## src/rtl/step_sequencer.sv

```systemverilog
// Pattern step sequencer: plays a STEPS-entry note/voice-mask pattern, one step every
// step_ticks audio samples, with a per-step gate window of gate_ticks samples.
module step_sequencer #(
  parameter int unsigned STEPS      = 16,
  parameter logic [7:0]  NOTE_RESET = 8'd60,
  localparam int unsigned AW        = $clog2(STEPS)
) (
  input  logic          clk,
  input  logic          rst,
  input  logic          sample_tick,
  input  logic          run,
  input  logic          wr_en,
  input  logic [AW-1:0] wr_addr,
  input  logic [11:0]   wr_data,
  input  logic [AW-1:0] last_step,
  input  logic [15:0]   step_ticks,
  input  logic [15:0]   gate_ticks,
  output logic [3:0]    gate,
  output logic [7:0]    note0,
  output logic [7:0]    note1,
  output logic [7:0]    note2,
  output logic [7:0]    note3,
  output logic [AW-1:0] step_idx,
  output logic          step_strobe
);

  typedef enum logic [1:0] {StIdle, StOn, StRest} state_e;

  state_e          r_state;
  logic [3:0]      r_gate;
  logic [3:0][7:0] r_notes;
  logic [AW-1:0]   r_step_idx;
  logic            r_strobe;
  logic [15:0]     r_tick_cnt;
  logic [11:0]     r_pattern [STEPS];

  state_e          w_state_nxt;
  logic [3:0]      w_gate_nxt;
  logic [3:0][7:0] w_notes_nxt;
  logic [AW-1:0]   w_idx_nxt;
  logic            w_strobe_nxt;
  logic [15:0]     w_cnt_nxt;
  logic            w_load;
  logic [AW-1:0]   w_load_idx;
  logic [11:0]     w_entry;

  logic [15:0]     w_tick_inc;
  logic [15:0]     w_step_len;
  logic            w_step_end;
  logic [AW-1:0]   w_wrap_idx;

  assign w_tick_inc = r_tick_cnt + 16'd1;
  assign w_step_len = (step_ticks == 16'd0) ? 16'd1 : step_ticks;
  assign w_step_end = (w_tick_inc == w_step_len);
  // An index already past a lowered last_step also wraps to 0.
  assign w_wrap_idx = (r_step_idx >= last_step) ? '0 : r_step_idx + 1'b1;
  assign w_entry    = r_pattern[w_load_idx];

  always_comb begin
    w_state_nxt  = r_state;
    w_gate_nxt   = r_gate;
    w_notes_nxt  = r_notes;
    w_idx_nxt    = r_step_idx;
    w_strobe_nxt = 1'b0;
    w_cnt_nxt    = r_tick_cnt;
    w_load       = 1'b0;
    w_load_idx   = '0;

    unique case (r_state)
      StIdle: begin
        w_gate_nxt = '0;
        w_cnt_nxt  = '0;
        w_idx_nxt  = '0;
        if (run && sample_tick) begin
          w_load     = 1'b1;
          w_load_idx = '0;
        end
      end
      StOn, StRest: begin
        if (!run) begin
          w_state_nxt = StIdle;
          w_gate_nxt  = '0;
          w_idx_nxt   = '0;
          w_cnt_nxt   = '0;
        end else if (sample_tick) begin
          if (w_step_end) begin
            w_load     = 1'b1;
            w_load_idx = w_wrap_idx;
          end else begin
            w_cnt_nxt = w_tick_inc;
            if (r_state == StOn && w_tick_inc == gate_ticks) begin
              w_gate_nxt  = '0;
              w_state_nxt = StRest;
            end
          end
        end
      end
      default: w_state_nxt = StIdle;
    endcase

    // Step load reads the pre-write entry; the tie across steps falls out of reloading gates.
    if (w_load) begin
      for (int v = 0; v < 4; v++) begin
        if (w_entry[8+v]) w_notes_nxt[v] = w_entry[7:0];
        w_gate_nxt[v] = w_entry[8+v] && (gate_ticks != 16'd0);
      end
      w_strobe_nxt = 1'b1;
      w_cnt_nxt    = '0;
      w_idx_nxt    = w_load_idx;
      w_state_nxt  = (gate_ticks == 16'd0) ? StRest : StOn;
    end
  end

  always_ff @(posedge clk) begin
    if (rst) begin
      r_state    <= StIdle;
      r_gate     <= '0;
      r_notes    <= {4{NOTE_RESET}};
      r_step_idx <= '0;
      r_strobe   <= 1'b0;
      r_tick_cnt <= '0;
      for (int i = 0; i < STEPS; i++) r_pattern[i] <= '0;
    end else begin
      r_state    <= w_state_nxt;
      r_gate     <= w_gate_nxt;
      r_notes    <= w_notes_nxt;
      r_step_idx <= w_idx_nxt;
      r_strobe   <= w_strobe_nxt;
      r_tick_cnt <= w_cnt_nxt;
      if (wr_en) r_pattern[wr_addr] <= wr_data;
    end
  end

  assign gate        = r_gate;
  assign note0       = r_notes[0];
  assign note1       = r_notes[1];
  assign note2       = r_notes[2];
  assign note3       = r_notes[3];
  assign step_idx    = r_step_idx;
  assign step_strobe = r_strobe;

endmodule
```

## config.mk

```make
export PLATFORM = sky130hd
export DESIGN_NAME = step_sequencer
export DESIGN_NICKNAME = d
export VERILOG_FILES = /design/src/rtl/step_sequencer.sv
export SDC_FILE = /design/constraint.sdc
export NUM_CORES = 1
export LEC_CHECK = 0
export BUFFER_PORTS_ARGS = -buffer_cell sky130_fd_sc_hd__clkbuf_2
export CAP_MARGIN = 25
export CORE_MARGIN = 2
export CORE_UTILIZATION = 45
export DETAILED_ROUTE_END_ITERATION = 6
export PLACE_DENSITY = 0.67
export SYNTH_ARGS = -nofsm -noshare
export SYNTH_HDL_FRONTEND = slang
export SYNTH_SLANG_ARGS = --single-unit
```

## constraint.sdc

```tcl
create_clock -name clk -period 3.8 [get_ports clk]
set_input_delay 0.76 -clock clk [delete_from_list [all_inputs] [get_ports clk]]
set_output_delay 0.76 -clock clk [all_outputs]
set_load 0.005 [all_outputs]
```

Word-level counts from Yosys, hierarchy flattened. Memory sizes are Yosys's and may differ from the RTL's. Cells that the tools add are included.

Memories kept: 1. Bits in registers: 59. Input bits: 57. Logic and storage cells: 87. RAM bits: 192.

Memories: r_pattern (depth 16, bits a word 12, read ports 1, clocked after memory_dff 0, wr ports 16, line 35) `logic [11:0] r_pattern [STEPS];`.

Reductions and logical operators: 23. Order comparisons: 1. Add/sub/neg operators: 2. Equal/unequal tests: 11. Muxes and demuxes: 40.

Operators with widths (number): 2-to-1 mux 16 bit (4); 2-to-1 mux 4 bit (13); == test 16 bit (2); logical NOT 16 bit (2); case mux 16 bit (2 select lines) (1); adder 16 x 1 -> 16 bit, second input constant (1); case mux 4 bit (2 select lines) (2); nonzero test 16 bit (1); 2-to-1 mux 12 bit (1); 2-to-1 mux 2 bit (6); inequality test 4 bit, second input constant (3); OR reduction 12 bit (1); 2-to-1 mux 1 bit (11); AND reduction 2 bit (5); inequality test 3 bit, second input constant (3); AND reduction 4 bit (2); logical AND 1 bit (6); adder 4 x 1 -> 4 bit, second input constant (1); >= comparator 4 bit (1); case mux 2 bit (2 select lines) (1); OR reduction 2 bit (2); AND reduction 3 bit (1); nonzero test 3 bit (1); == test 2 x 1 -> 1 bit, second input constant (1); other kinds (5) (5).

Longest topological paths before layout. An unclocked memory read counts as a cell.

Word-level depth: 10. Gate-level depth with buffers: 15. Gate-level depth less buffers: 12.

Least setup slack after synthesis. No wires, ideal clock.

Path kind: reg2reg. Start: reg r_step_idx[0] (netlist: step_idx[0]). End: reg r_notes, in the netlist note1[1]. Buffers on the path: 3. Path slack: 181 ps. Setup time: 121 ps. Stages on the path, launching flop included: 16. Data arrival time: 3497 ps. Cell sequence: dfxtp_1 clkbuf_1 inv_1 ha_1 nor3b_1 o211ai_1 nor2_1 clkbuf_1 nand4_1 o22ai_1 nand2_1 o2111a_1 a211o_1 and2_1 buf_4 mux2_4.

Word-level cells in the longest chain between the ends: 8.

RTL lines: start: declaration (line 32) `logic [AW-1:0] r_step_idx;`; start signal: assignment (line 127) `r_step_idx <= w_idx_nxt;`; adder 4 x 1 -> 4 bit / >= comparator 4 bit (equally long branches) (line 56) `assign w_wrap_idx = (r_step_idx >= last_step) ? '0 : r_step_idx + 1'b1;`; 2-to-1 mux 4 bit (*) (line 56); 2-to-1 mux 4 bit (*) (line 86) `if (w_step_end) begin`; 2-to-1 mux 4 bit (*) (line 85) `end else if (sample_tick) begin`; 2-to-1 mux 4 bit (*) (line 80) `if (!run) begin`; 2-to-1 mux 4 bit (*); memory (16 x 12 bit) (*); AND reduction 2 bit (no line); end signal: assignment (line 118) `r_notes <= {4{NOTE_RESET}};`; end signal: assignment (line 126) `r_notes <= w_notes_nxt;`; end: declaration (line 31) `logic [3:0][7:0] r_notes;`.

Mark *: on every way between the ends. The rest lies on a longest branch, timed or not. A chain may end at the register's enable or synchronous reset.

Worst setup path in the final report.
Start: reg r_tick_cnt[6]. End: reg r_notes, in the netlist note2[1].

Word-level cells in the longest chain between the ends: 8.

RTL lines: start: declaration (line 34) `logic [15:0] r_tick_cnt;`; start signal: assignment (line 129) `r_tick_cnt <= w_cnt_nxt;`; adder 16 x 1 -> 16 bit (*) (line 52) `assign w_tick_inc = r_tick_cnt + 16'd1;`; == test 16 bit (*) (line 54) `assign w_step_end = (w_tick_inc == w_step_len);`; 2-to-1 mux 4 bit (line 86); 2-to-1 mux 4 bit (line 85); 2-to-1 mux 4 bit (line 80); 2-to-1 mux 4 bit; memory (16 x 12 bit); AND reduction 2 bit (no line).

Marks and branches as above.

==> flow_results.org <==
** Run status
- The run finished with clean final reports.

** Power and ir drop
- The completed layout was analyzed and its total power is approximately 6.3 mW.
- Summed over all cells, the static leakage comes to about 6 nW.
- Worst vdd ir :: roughly 0.00028 V
- For this design the ratio of total power to cell area is ~400 mW/mm^2.

** Clock tree
- Clock-pin slew was measured on the worst setup and hold paths at about 0.06 ns.
- In this run the number of H-tree levels came out at 1.
- Clock latency on the worst-skew pair :: between 0.5 and 0.6 ns
- Number of clock sinks :: roughly 250
- Cell chosen for the clock root :: clkbuf_16
- In this run, CTS created clock tree buffers numbering 28.
- For this design, the CTS-stage hold fixing added 0 buffers.
- TritonCTS built the clock tree.
- Maximum buffer depth of the clock tree :: 3

** Synth
- Synthesis produced between 1000 and 1500 cells.
- Portion of synthesized cell area occupied by the leading cell type :: roughly 44%
- The Yosys step of the flow raised 0 warnings.
- Synth async-reset ratio :: 0%
- Leading cell types by total area after synthesis :: edfxtp_1 44%, and2_1 9.6%, dfxtp_1 9.1%, mux2i_1 3.1%, nor2_1 3.0%
- The synthesized design contains between 200 and 300 register bits.
- The synthesized netlist contains slightly above 80 unique library cells.
- Dominant synthesized flop cell :: edfxtp_1
- Share of the yosys chip area belonging to registers :: a little over half
- A synthesized cell averages 10.74 um^2.
- Cell type with the highest aggregate area in the netlist :: edfxtp_1
- Mapped Nets :: 1279
- Post-synth design cell area :: roughly 0.013 mm^2
- Number of synthesized flops with an enable pin :: around 190

** Global route
- Number of global-route vias before repair :: a little over 10000
- Entering global routing, the biggest net connects 44 pins.
- GR Layer Usage met3 :: 5.796%
- The total overflow left after global routing is 0.
- The layer flagged by global routing as most heavily used is met2.
- Global routing consumed, over all layers together, between 20% and 30% of the routing resources.
- The first global-routing pass estimated 61300 um of wire.
- Global routing consumed, on the met2 layer, between 40% and 50% of the routing resources.
- Number of antenna violations at the first check in global routing :: 1
- For this run, global-route usage on met1 was measured as between 30% and 40%.

** Floorplanning
- Initial cell density of the core :: between 40 and 50%
- From bottom edge to top edge, the die measures roughly 170 um.
- Core Rows :: 62
- Die W :: approximately 170 um
- In this run the count of I/O pins placed on the die edge is 98.
- The die covers between 0.03 and 0.04 mm^2.
- Core box area :: around 0.029 mm^2

** Timing
- Slew Limit Headroom :: 36.66%
- Hold violation total from the final report :: 0
- Actual slew at the worst max-slew pin :: ~0.95 ns
- The count of pins over their slew limit is 0.
- Maximum clock frequency :: roughly 270 MHz
- Min Clock Period, post-route :: about 3.7 ns
- Skew final :: 0.01487 ns
- Unrepaired setup endpoints after global routing :: no
- Fin crit share :: between 90 and 100%
- Number of failing setup endpoints in the final timing report :: 0

** Routing
- The routed layout has 10640 vias.
- For this block, the routed nets add up to around 41000 um of wire.
- Number of DRC markers after the initial detailed-route iteration :: approximately 1100
- DRT antenna net count :: 0
- Via-per-instance ratio :: 5.789
- After detailed routing, the number of remaining DRC violations is 0.
- For this run, the detailed router's first-pass iteration total came to 6.
- Dividing the detail-routed wire length by the instance count gives between 20 and 25 um.

** Cells and area
- For this run, the post-layout net count is roughly 1500.
- The sequential cells in the finished layout cover a total of about 0.007 mm^2.
- Fraction of layout instances using a drive strength above 1 :: 26.00%
- 0 antenna diodes ended up in the layout.
- Leaving out fill and tap cells, the most frequent cell in the layout is and2_1.
- Synthesis-to-finish area growth :: 23.10%
- For this run, the number of standard cells in the final layout without fillers is around 1800.
- The multi-input combinational cells in the finished layout cover a total of 0.005812 mm^2.
- Number of fillers in the final layout :: 2486
- In the layout the commonest cells are 199 x and2_1, 192 x edfxtp_1, 162 x buf_4, 102 x nor2_1, 97 x clkbuf_2.

** Placement
- Global placement routability congestion :: 0.9461
- HPWL after detailed placement :: ~30000 um
- Port-buffer cells :: just under 100
- Once placement completed, the tool counted placed cells totaling approximately 1800.

** Setup path
- Critical path peak fanout :: 7
- At the worst endpoint, the required time is 4.25 ns.
- The critical path in this run is classified as flip-flop to flip-flop.
- The worst setup path is launched from a flip-flop.
- Endpoint class of the critical path :: flip-flop
- At the worst endpoint, the arrival time is approximately 4.2 ns.

** Job
- Across the run, the number of max-cap violations was 0.

** Min path
- The min-delay analysis places its worst path in the category flip-flop to flip-flop.
worst max-delay path, cell delays in order (launching register included):
cell	delay (ns)
dfxtp_1	0.45
nand4_4	0.19
or3_1	0.45
o31ai_4	0.32
nand3_2	0.17
or4_4	0.65
buf_6	0.17
or3_1	0.35
a211oi_2	0.22
a31oi_1	0.06
a22o_1	0.29
mux2_2	0.29
worst paths after layout:
| check | startpoint | endpoint | slack [ns] | cells after the start |
|---|---|---|---|---|
| setup / recovery | r_tick_cnt[6] | note2[1] | 0.08 | 11 |
| hold reg to reg | note0[0] | note0[0] | 0.48 | 2 |
| setup reg to reg | r_tick_cnt[6] | note2[1] | 0.08 | 11 |
| hold / removal | note0[0] | note0[0] | 0.48 | 2 |
per-stage QoR:
step | area, um^2 | utilization [%] | setup TNS, ns | setup slack [ns] | hold slack, ns
after floorplan | 13020 | - | 0 | 0.1813 | 0.4511
after global placement | 14930 | 52.16 | -4.009 | -0.1959 | 0.4685
after detailed placement | 14930 | 52.16 | -6.783 | -0.2657 | 0.4712
after CTS | 15840 | 55.34 | 0 | 0.01238 | 0.4827
after global routing | 16020 | 55.98 | 0 | 0.001560 | 0.4951
final | 16020 | 55.98 | 0 | 0.07711 | 0.4815
kinds of logic (layout without fill, tap and decap cells):
| logic type | after synthesis | after routing | share of synthesized area, % |
|---|---|---|---|
| flip-flops | 251 | 251 | 53.37 |
| AO/OA/AOI/OAI | 221 | 221 | 11.54 |
| AND/OR/NAND/NOR | 528 | 529 | 22.71 |
| buffers and inverters | 92 | 333 | 2.980 |
| XOR/XNOR | 53 | 53 | 3.778 |
| multiplexers | 57 | 57 | 4.662 |
| adder cells (fa/ha/maj) | 10 | 10 | 0.9613 |
Yosys cell counts (all sizes together), types with 4 or more instances:
master / count
buf: 19
xor2: 19
a22oi: 5
and2: 200
o21ai: 55
a211oi: 10
o22ai: 11
or2: 6
and3: 6
nand3: 27
o211ai: 8
a22o: 6
nor2b: 15
nand3b: 7
dfxtp: 59
inv: 15
or4: 4
mux2i: 40
nand4: 20
a2111oi: 6
nand2b: 10
a21oi: 46
nor2: 108
ha: 10
a31oi: 19
o211a: 5
or3: 8
clkbuf: 58
mux2: 17
nor3: 21
o221ai: 8
nor4: 18
nand2: 71
xnor2: 32
o311ai: 8
edfxtp: 192
routing by layer:
metal,routed length [um],part of all wire (%)
met2,18440,44
met3,4089,9.9
met5,0,0
met4,1628,3.9
met1,17280,42
registers in the layout, indices dropped and copies added, names as in the netlist, 4 cells and up:
signal,cells
note3,8
step_idx,4
gate,4
note1,8
r_pattern,192
note2,8
r_tick_cnt,16
note0,8
where the power goes:
group | internal [mW] | switching (mW)
combinational | 0.196 | 0.338
clock | 1.50 | 1.14
sequential | 3.09 | 0.0509
total | 4.78 | 1.53
cell type report:
type	instances	area share, %
repair buffers	266	11.39
multi-input cells	870	36.27
inverters	15	0.3514
well taps	384	2.999
clock inverters	13	0.5388
flip-flops and latches	251	43.38
clock buffers	39	5.076
repair_timing:
action                     in CTS  in global routing
setup endpoints to repair       1                 32
pin swaps                       1                 11
gates cloned                    0                  1
setup buffers                   0                  9
resized for setup               2                 26
No activity file was read; power rests on OpenSTA's default activity.
